### config.mk
export PLATFORM = sky130hd
export DESIGN_NAME = fusion_frame_scheduler
export DESIGN_NICKNAME = d
export VERILOG_FILES = /design/src/rtl/fusion_sched_pkg.sv /design/src/rtl/fusion_sat_counter.sv /design/src/rtl/fusion_frame_scheduler.sv
export SDC_FILE = /design/constraint.sdc
export NUM_CORES = 1
export LEC_CHECK = 0
export ABC_AREA = 1
export CORE_ASPECT_RATIO = 0.7
export CORE_MARGIN = 2
export CORE_UTILIZATION = 37
export DETAILED_ROUTE_END_ITERATION = 7
export PLACE_DENSITY = 0.68
export REMOVE_ABC_BUFFERS = 1
export SETUP_SLACK_MARGIN = 0.1
export SYNTH_ARGS = -nofsm -noshare
export SYNTH_HDL_FRONTEND = slang
export SYNTH_SLANG_ARGS = --single-unit
### constraint.sdc
create_clock -name clk -period 1.7 [get_ports clk]
set_clock_uncertainty 0.05 [all_clocks]
set_input_delay 0.255 -clock clk [delete_from_list [all_inputs] [get_ports clk]]
set_output_delay 0.255 -clock clk [all_outputs]
set_load 0.03 [all_outputs]
### src/rtl/fusion_sched_pkg.sv
// Shared types and constants for the fusion frame scheduler.
//   sched_state_e  : scheduler FSM states
//   frame_status_e : per-frame completion status reported with frame_done
//   ERR_*          : bit positions inside the sticky error_flags vector
//   SENSOR_*       : bit positions inside sensor_valid / fuse_mask
package fusion_sched_pkg;

  typedef enum logic [1:0] {
    IDLE    = 2'd0,
    COLLECT = 2'd1,
    LAUNCH  = 2'd2,
    WAIT    = 2'd3
  } sched_state_e;

  typedef enum logic [1:0] {
    STATUS_OK       = 2'd0,
    STATUS_PIPE_ERR = 2'd1,
    STATUS_TIMEOUT  = 2'd2
  } frame_status_e;

  localparam int NUM_ERR     = 4;
  localparam int ERR_DROP    = 0;
  localparam int ERR_TIMEOUT = 1;
  localparam int ERR_OVERRUN = 2;
  localparam int ERR_PIPE    = 3;

  localparam int SENSOR_CAM   = 0;
  localparam int SENSOR_LIDAR = 1;
  localparam int SENSOR_RADAR = 2;
  localparam int SENSOR_IMU   = 3;

endpackage

### src/rtl/fusion_sat_counter.sv
// Saturating up-counter used for the frame statistics.
//   clk, rst_n : clock, asynchronous active-low reset
//   inc        : count one event this cycle
//   clr        : synchronous clear (wins over inc)
//   count      : current value, sticks at all-ones
module fusion_sat_counter #(
  parameter int WIDTH = 16
) (
  input  logic             clk,
  input  logic             rst_n,
  input  logic             inc,
  input  logic             clr,
  output logic [WIDTH-1:0] count
);

  always_ff @(posedge clk or negedge rst_n) begin
    if (!rst_n) begin
      count <= '0;
    end else if (clr) begin
      count <= '0;
    end else if (inc && (count != '1)) begin
      count <= count + WIDTH'(1);
    end
  end

endmodule

### src/rtl/fusion_frame_scheduler.sv
// Frame scheduler for the multi-sensor fusion pipeline.
// Collects per-sensor valid strobes inside a bounded window, launches the
// pipeline once per frame, waits for completion (with timeout) and reports
// per-frame status, sticky errors and saturating frame counters.
//   enable / clear_errors          : scheduler enable, sticky-error clear pulse
//   sensor_valid / timestamp       : decoder strobes and free-running time
//   pipe_done / pipe_error         : pipeline completion and its error flags
//   fuse_start / fuse_mask/fuse_ts : launch pulse plus frame descriptor
//   busy / frame_done/frame_status : activity, end-of-frame pulse and status
//   error_flags                    : sticky {pipe_err, overrun, timeout, drop}
//   frames_fused / frames_dropped  : saturating frame counters
module fusion_frame_scheduler
  import fusion_sched_pkg::*;
#(
  parameter int                     NUM_SENSORS   = 4,
  parameter logic [NUM_SENSORS-1:0] REQUIRED_MASK = 4'b0111,
  parameter int                     WINDOW_CYCLES = 1024,
  parameter int                     PIPE_TIMEOUT  = 4096,
  parameter int                     TS_W          = 64,
  parameter int                     CNT_W         = 16
) (
  input  logic                   clk,
  input  logic                   rst_n,
  input  logic                   enable,
  input  logic                   clear_errors,
  input  logic [NUM_SENSORS-1:0] sensor_valid,
  input  logic [TS_W-1:0]        timestamp,
  input  logic                   pipe_done,
  input  logic [7:0]             pipe_error,
  output logic                   fuse_start,
  output logic [NUM_SENSORS-1:0] fuse_mask,
  output logic [TS_W-1:0]        fuse_ts,
  output logic                   busy,
  output logic                   frame_done,
  output logic [1:0]             frame_status,
  output logic [NUM_ERR-1:0]     error_flags,
  output logic [CNT_W-1:0]       frames_fused,
  output logic [CNT_W-1:0]       frames_dropped
);

  localparam int              WIN_W    = $clog2(WINDOW_CYCLES);
  localparam int              TO_W     = $clog2(PIPE_TIMEOUT);
  localparam logic [WIN_W-1:0] WIN_LAST = WIN_W'(WINDOW_CYCLES - 1);
  localparam logic [TO_W-1:0]  TO_LAST  = TO_W'(PIPE_TIMEOUT - 1);

  sched_state_e           state;
  logic [WIN_W-1:0]       win_cnt;
  logic [TO_W-1:0]        to_cnt;
  logic [NUM_SENSORS-1:0] merged_mask;
  logic                   req_met;
  logic                   drop_now;
  logic                   done_now;
  logic [NUM_ERR-1:0]     err_set;

  always_comb begin
    // NOTE: every variable gets a default first so no path through this block leaves it unassigned (no latch).
    err_set     = '0;
    merged_mask = fuse_mask | sensor_valid;
    req_met     = (merged_mask & REQUIRED_MASK) == REQUIRED_MASK;
    // Launch takes priority over window expiry in the same cycle.
    drop_now    = (state == COLLECT) && enable && !req_met && (win_cnt == WIN_LAST);
    done_now    = (state == WAIT) && (pipe_done || (to_cnt == TO_LAST));

    err_set[ERR_DROP]    = drop_now;
    err_set[ERR_TIMEOUT] = (state == WAIT) && !pipe_done && (to_cnt == TO_LAST);
    // Strobes arriving while a frame is in flight are lost; flag them.
    err_set[ERR_OVERRUN] = ((state == LAUNCH) || (state == WAIT)) && (|sensor_valid);
    err_set[ERR_PIPE]    = (state == WAIT) && pipe_done && (|pipe_error);
  end

  // NOTE: sequential state uses non-blocking assignments so every register samples pre-edge values.
  always_ff @(posedge clk or negedge rst_n) begin
    if (!rst_n) begin
      state        <= IDLE;
      win_cnt      <= '0;
      to_cnt       <= '0;
      fuse_start   <= 1'b0;
      fuse_mask    <= '0;
      fuse_ts      <= '0;
      busy         <= 1'b0;
      frame_done   <= 1'b0;
      frame_status <= STATUS_OK;
      error_flags  <= '0;
    end else begin
      fuse_start  <= 1'b0;
      frame_done  <= 1'b0;
      // A new error raised in the clearing cycle survives the clear.
      error_flags <= (clear_errors ? '0 : error_flags) | err_set;

      unique case (state)
        IDLE: begin
          if (enable && (|sensor_valid)) begin
            fuse_mask <= sensor_valid;
            fuse_ts   <= timestamp;
            win_cnt   <= '0;
            busy      <= 1'b1;
            state     <= COLLECT;
          end
        end
        COLLECT: begin
          if (!enable) begin
            fuse_mask <= '0;
            busy      <= 1'b0;
            state     <= IDLE;
          end else if (req_met) begin
            fuse_mask  <= merged_mask;
            fuse_start <= 1'b1;
            state      <= LAUNCH;
          end else if (win_cnt == WIN_LAST) begin
            fuse_mask <= merged_mask;
            busy      <= 1'b0;
            state     <= IDLE;
          end else begin
            fuse_mask <= merged_mask;
            win_cnt   <= win_cnt + WIN_W'(1);
          end
        end
        LAUNCH: begin
          to_cnt <= '0;
          state  <= WAIT;
        end
        WAIT: begin
          // enable is deliberately ignored: a running pipeline is never aborted.
          if (pipe_done) begin
            frame_done   <= 1'b1;
            frame_status <= (|pipe_error) ? STATUS_PIPE_ERR : STATUS_OK;
            busy         <= 1'b0;
            state        <= IDLE;
          end else if (to_cnt == TO_LAST) begin
            frame_done   <= 1'b1;
            frame_status <= STATUS_TIMEOUT;
            busy         <= 1'b0;
            state        <= IDLE;
          end else begin
            to_cnt <= to_cnt + TO_W'(1);
          end
        end
        default: state <= IDLE;
      endcase
    end
  end

  fusion_sat_counter #(.WIDTH(CNT_W)) u_fused_cnt (
    .clk   (clk),
    .rst_n (rst_n),
    .inc   (done_now),
    .clr   (1'b0),
    .count (frames_fused)
  );

  fusion_sat_counter #(.WIDTH(CNT_W)) u_dropped_cnt (
    .clk   (clk),
    .rst_n (rst_n),
    .inc   (drop_now),
    .clr   (1'b0),
    .count (frames_dropped)
  );

endmodule

* Word-level counts from Yosys, hierarchy flattened
Cells that the tools add are included.
Storage, ports and cells: bits of input ports 81, output and inout port bits 109, logic and storage cells 101, bits in registers 133
Operators by class: bitwise logic cells 2, muxes and demuxes 35, equality and inequality tests 18, $add $sub $neg 4, reduce and logical (&&, ||, !) cells 30
Operators with widths (number):
- 2-to-1 mux 10 bit | 4
- adder 16 x 1 -> 16 bit, second input constant | 2
- != test 16 bit, second input constant | 2
- 2-to-1 mux 12 bit | 2
- case mux 12 bit (2 select lines) | 1
- case mux 10 bit (2 select lines) | 1
- 2-to-1 mux 2 bit | 8
- 2-to-1 mux 1 bit | 13
- adder 12 x 1 -> 12 bit, second input constant | 1
- equality test 12 bit, second input constant | 1
- logical AND 1 bit | 12
- 2-to-1 mux 4 bit | 3
- != test 2 bit, second input constant | 6
- adder 10 x 1 -> 10 bit, second input constant | 1
- equality test 10 bit, second input constant | 1
- AND reduction 5 bit | 2
- OR 4 bit | 2
- case mux 2 bit (4 select lines) | 1
- case mux 4 bit (2 select lines) | 1
- OR reduction 8 bit | 1
- != test 3 x 2 -> 1 bit, second input constant | 2
- AND reduction 2 bit | 3
- AND reduction 3 bit | 2
- nonzero test 2 bit | 3
- 11 further kinds | 14

* Longest topological paths before layout
depth after elaboration 6, gate-level depth with buffers 11, gate-level depth less buffers 10

* Modules after synthesis
From an unflattened synthesis, not the netlist that was laid out.
Second synthesis, totals: cell total of the unflattened synthesis 695, area total of the unflattened synthesis 6417.4 µm²
Modules (own cells, without submodules):
- fusion_frame_scheduler | cells an instance 407, area each 4375.4 µm², instances 1, seq. area each 2527.4 µm²
- fusion_sat_counter (u_dropped_cnt) | cells an instance 144, area each 1037.2 µm², instances 1, seq. area each 400.4 µm²
- fusion_sat_counter (u_fused_cnt) | cells an instance 144, area each 1004.7 µm², instances 1, seq. area each 400.4 µm²

* Worst setup path before layout
No wires, ideal clock.
path kind reg2reg, start point register u_dropped_cnt.count[0], end point register u_dropped_cnt.count[0], data arrival time 1610 ps, path buffers 1, stages on the path, launching flop included 10, required time 1533 ps, library setup time 117 ps, period minus slack after synthesis 1777 ps, slack -77 ps, cells stage by stage dfrtp_1 -> ha_1 -> nand3_1 -> nor3_2 -> nand3_1 -> nand2_4 -> inv_4 -> buf_6 -> nand2_1 -> nand2_1
On the way: cells in the longest elaborated chain, start to end 2, elaborated cells between the ends (all ways) 3, classes of those cells 1 x add/sub; 1 x eq/ne; 1 x reduce/logical
RTL lines:
- start: declaration | line fusion_sat_counter.sv:13 | output logic [WIDTH-1:0] count
- start signal: assignment | line fusion_sat_counter.sv:22 | count <= count + WIDTH'(1);
- branches (longest 2 deep; another with adder 16 x 1 -> 16 bit)
Parallel ways; which one is timed is not known. A chain may end at the register's enable or synchronous reset.

* Worst setup path after layout
start point register u_fused_cnt.count[1], end point output frames_fused[1]
RTL lines:
- start: declaration | line fusion_sat_counter.sv:13
- start signal: assignment | line fusion_sat_counter.sv:22
- end: declaration | line fusion_frame_scheduler.sv:37 | output logic [CNT_W-1:0] frames_fused,
No word-level cell between the ends.

==> flow_metrics.tcl <==
set metrics [dict create \
    cap_viol_max_count 0 \
    worstSetupStartpointType "register" \
    grt_overflow_total 0 \
    final_antenna_net_count 0 \
    synthesis.instances 809 \
    rows 40 \
    ys_seq_area_share_pct 52.13 \
    final_min_period_over_clock_period_pct 96.23 \
    initial_utilization_pct 37.52 \
    cp_cell_sequence "buf_4 -> dlygate4sd2_1" \
    largest_net_degree_at_the_start_of_global_routing 60 \
    die_h_um 113.9 \
    crit_family "buffers and inverters" \
    ctsLongestPathBuffers 2 \
    first_global_vias 5492 \
    timing_worst_setup_path_type "reg2out" \
    power_density_mw_per_mm2 1415 \
    final_period_demand_of_the_worst_path_ns 1.636 \
    grt_setup_unrepaired "true" \
    flow.area_growth_from_synthesis_pct 51.66 \
    drc 0 \
    cpPeakStageDelay_ns 0.39 \
    num_vias 5853 \
    place_worst_setup_slack_ns -0.1300 \
    cell_at_the_root_of_the_clock_tree "clkbuf_16" \
    grt_antenna_before_repair 0 \
    routed_wirelength_um 16920 \
    clock.fmax_mhz 611.3 \
    gp_congestion 0.8358 \
    clock_insertion_delay_worst_skew_ns 0.42 \
    worstReg2RegStart "win_cnt[1]" \
    synth.distinct_cells 30 \
    worst-path-max-fanout 4 \
    antenna_cells_inserted 0 \
    fin_hold_ws_ns 0.2818 \
    fin_ws_ns 0.06416 \
    critical_path.n_buffers_inverters 2 \
    per_cell_routed_wire_length_um 13.01 \
    maxSlewHeadroom_pct 71.56 \
    synth.ff_latch_count 133 \
    vdd_drop_max_v 0.0007902 \
    report.final.slew_viol_count 0 \
    place.port_buffers 189 \
    timing.critical_path.arrival_ns 1.33 \
    nets 1142 \
    io_pins 190 \
    timing_worst_slew_pin_value_ns 0.4266 \
    die_area_mm2 0.01834 \
    cts.sinks 133 \
    first_pass_grt_wire_length_um 27160 \
    yosys_warnings 0 \
    final.setup.tns_ns 0 \
    numPlacedInstances 1251 \
    stdcell_count 1301 \
    detailed_placer_s_ending_hpwl_um 11880 \
    final_layout_size_suffix_gt1_share_pct 17.66 \
    hold_viol_final 0 \
    worstPathRequired_ns 1.39 \
    timing.critical_path.to_type "primary output" \
    cts_inserted_buffers 17 \
    hp-class "in2async" \
    die_x_um 161.0 \
    grt.total_usage_pct 18.68 \
    first_pass_iters 4 \
    layout.filler_cells 1623 \
    tritoncts "done" \
    design.core.area_mm2 0.01702 \
    crit_slowest_cell "dfrtp_1" \
    number_of_h_tree_levels 4 \
    clk_transition_reported_paths_ns 0.06 \
    number_of_drc_markers_in_iteration_0 245 \
    power_total_mw 13.70 \
    synth_area_mm2 0.006385 \
    total_leakage_power_nw 4.938 \
    finalSetupViolations 0 \
    synth.avg_cell_area_um2 7.892 \
    run_status "complete, no violations" \
    detail_route.vias_per_cell 4.499 \
    startpoint "u_fused_cnt.count[1]" \
]
## power by group
group / internal (mW) / switching, mW
clock network: 2.07 / 1.49
logic: 2.01 / 3.49
registers: 4.08 / 0.562
## per-stage QoR
| step | area, µm² | utilization [%] |
|---|---|---|
| CTS | 9387 | 55.16 |
| global route | 9683 | 56.90 |
| finish | 9683 | 56.90 |
| global placement | 8866 | 52.10 |
| detailed placement | 8866 | 52.10 |
| floorplan | 6252 | - |
## cells in the final DEF, fill, tap and decap left out, drive strengths merged
master | netlist | final
a31oi | 1 | 1
dfrtp | 133 | 133
buf | 14 | 58
clkinvlp | 0 | 1
nor2 | 61 | 61
nor3 | 5 | 5
bufinv | 0 | 1
nand3b | 6 | 6
a21oi | 8 | 8
nand3 | 36 | 36
clkdlybuf4s50 | 0 | 79
nand2 | 284 | 286
dlygate4sd2 | 0 | 80
dlygate4sd3 | 0 | 1
clkbuf | 7 | 39
inv | 120 | 124
clkinv | 0 | 8
o21ai | 94 | 94
o22ai | 1 | 1
clkdlybuf4s15 | 0 | 9
ha | 4 | 4
xnor2 | 17 | 17
nand4 | 7 | 7
or2 | 1 | 1
xor2 | 10 | 10
## flip-flops by register name, summed over array words and instances, names as in the netlist, named ones only
register	count
fuse_ts	64
u_dropped_cnt.count	16
u_fused_cnt.count	16
to_cnt	12
win_cnt	10
error_flags	4
fuse_mask	4
frame_status	2
busy	1
frame_done	1
fuse_start	1
state	1
## worst reg2reg max path, cell delays in order, from the launching register on
cell and delay (ns):
dfrtp_1 0.37, ha_2 0.20, nand2_2 0.08, nor2_4 0.14, nand3_4 0.12, nor2_4 0.15
buf_12 0.14, buf_6 0.10, nand3_2 0.04, nand2_1 0.06, nand2_1 0.05
## final timing paths
| check | to | slack, ns | cells past startpoint |
|---|---|---|---|
| max in group asynchronous | fuse_ts[19] | 0.81 | 3 |
| hold reg to reg | frame_status[0] | 0.42 | 2 |
| setup reg to reg | u_dropped_cnt.count[12] | 0.11 | 10 |
| setup / recovery | frames_fused[1] | 0.06 | 2 |
| hold / removal | u_fused_cnt.count[4] | 0.28 | 2 |
| min in group clk | fuse_ts[25] | 0.33 | 3 |
## routing by layer
metal / vias to the layer above / GRT usage (%) / share of wire (%)
met4: 0 / 5.893 / 1.3
met2: 150 / 28.35 / 44
met1: 2684 / 24.83 / 47
met3: 21 / 7.127 / 7.9
li1: 2998 / - / -
met5: - / 0 / 0
## layout make-up
type / count / area (µm²) / area share, %
Multi-Input combinational cell: 537 / 2723 / 28.12
Clock buffer: 19 / 442.9 / 4.574
Inverter: 120 / 467.9 / 4.833
Tap cell: 231 / 289.0 / 2.985
Clock inverter: 13 / 122.6 / 1.266
Sequential cell: 133 / 3328 / 34.37
Timing Repair Buffer: 247 / 2301 / 23.76
Timing Repair inverter: 1 / 8.758 / 0.09045
## repair_timing
item,CTS,global route
gates cloned,2,3
hold buffers,1,0
endpoints found under the hold margin,34,0
setup endpoints to repair,135,81
buffers inserted,2,10
pin swaps,6,21
resized for setup,137,118
## synth_stat cells (all sizes together)
master / count / area [µm²]
xor2: 10 / 87.58
o21ai: 94 / 470.5
nor2: 61 / 246.5
nand3b: 6 / 45.04
ha: 4 / 50.05
dfrtp: 133 / 3328
nand3: 36 / 195.2
xnor2: 17 / 148.9
nand2: 284 / 1089
clkbuf: 7 / 26.28
nand4: 7 / 50.05
buf: 14 / 106.3
o22ai: 1 / 6.260
a21oi: 8 / 40.04
inv: 120 / 452.9
a31oi: 1 / 6.260
or2: 1 / 6.260
nor3: 5 / 30.03
## kinds of logic (layout without fill, tap and decap cells)
logic type,Yosys count,in the layout,share of synthesized area (%)
AOI/OAI and AO/OA,104,104,8.191
xor gates and xnor gates,27,27,3.704
adders and majority gates,4,4,0.7839
buffers and inverters,141,400,9.171
DFF,133,133,52.13
and+or+nand+nor,400,402,26.02
Power figures use the tool's default switching activity.
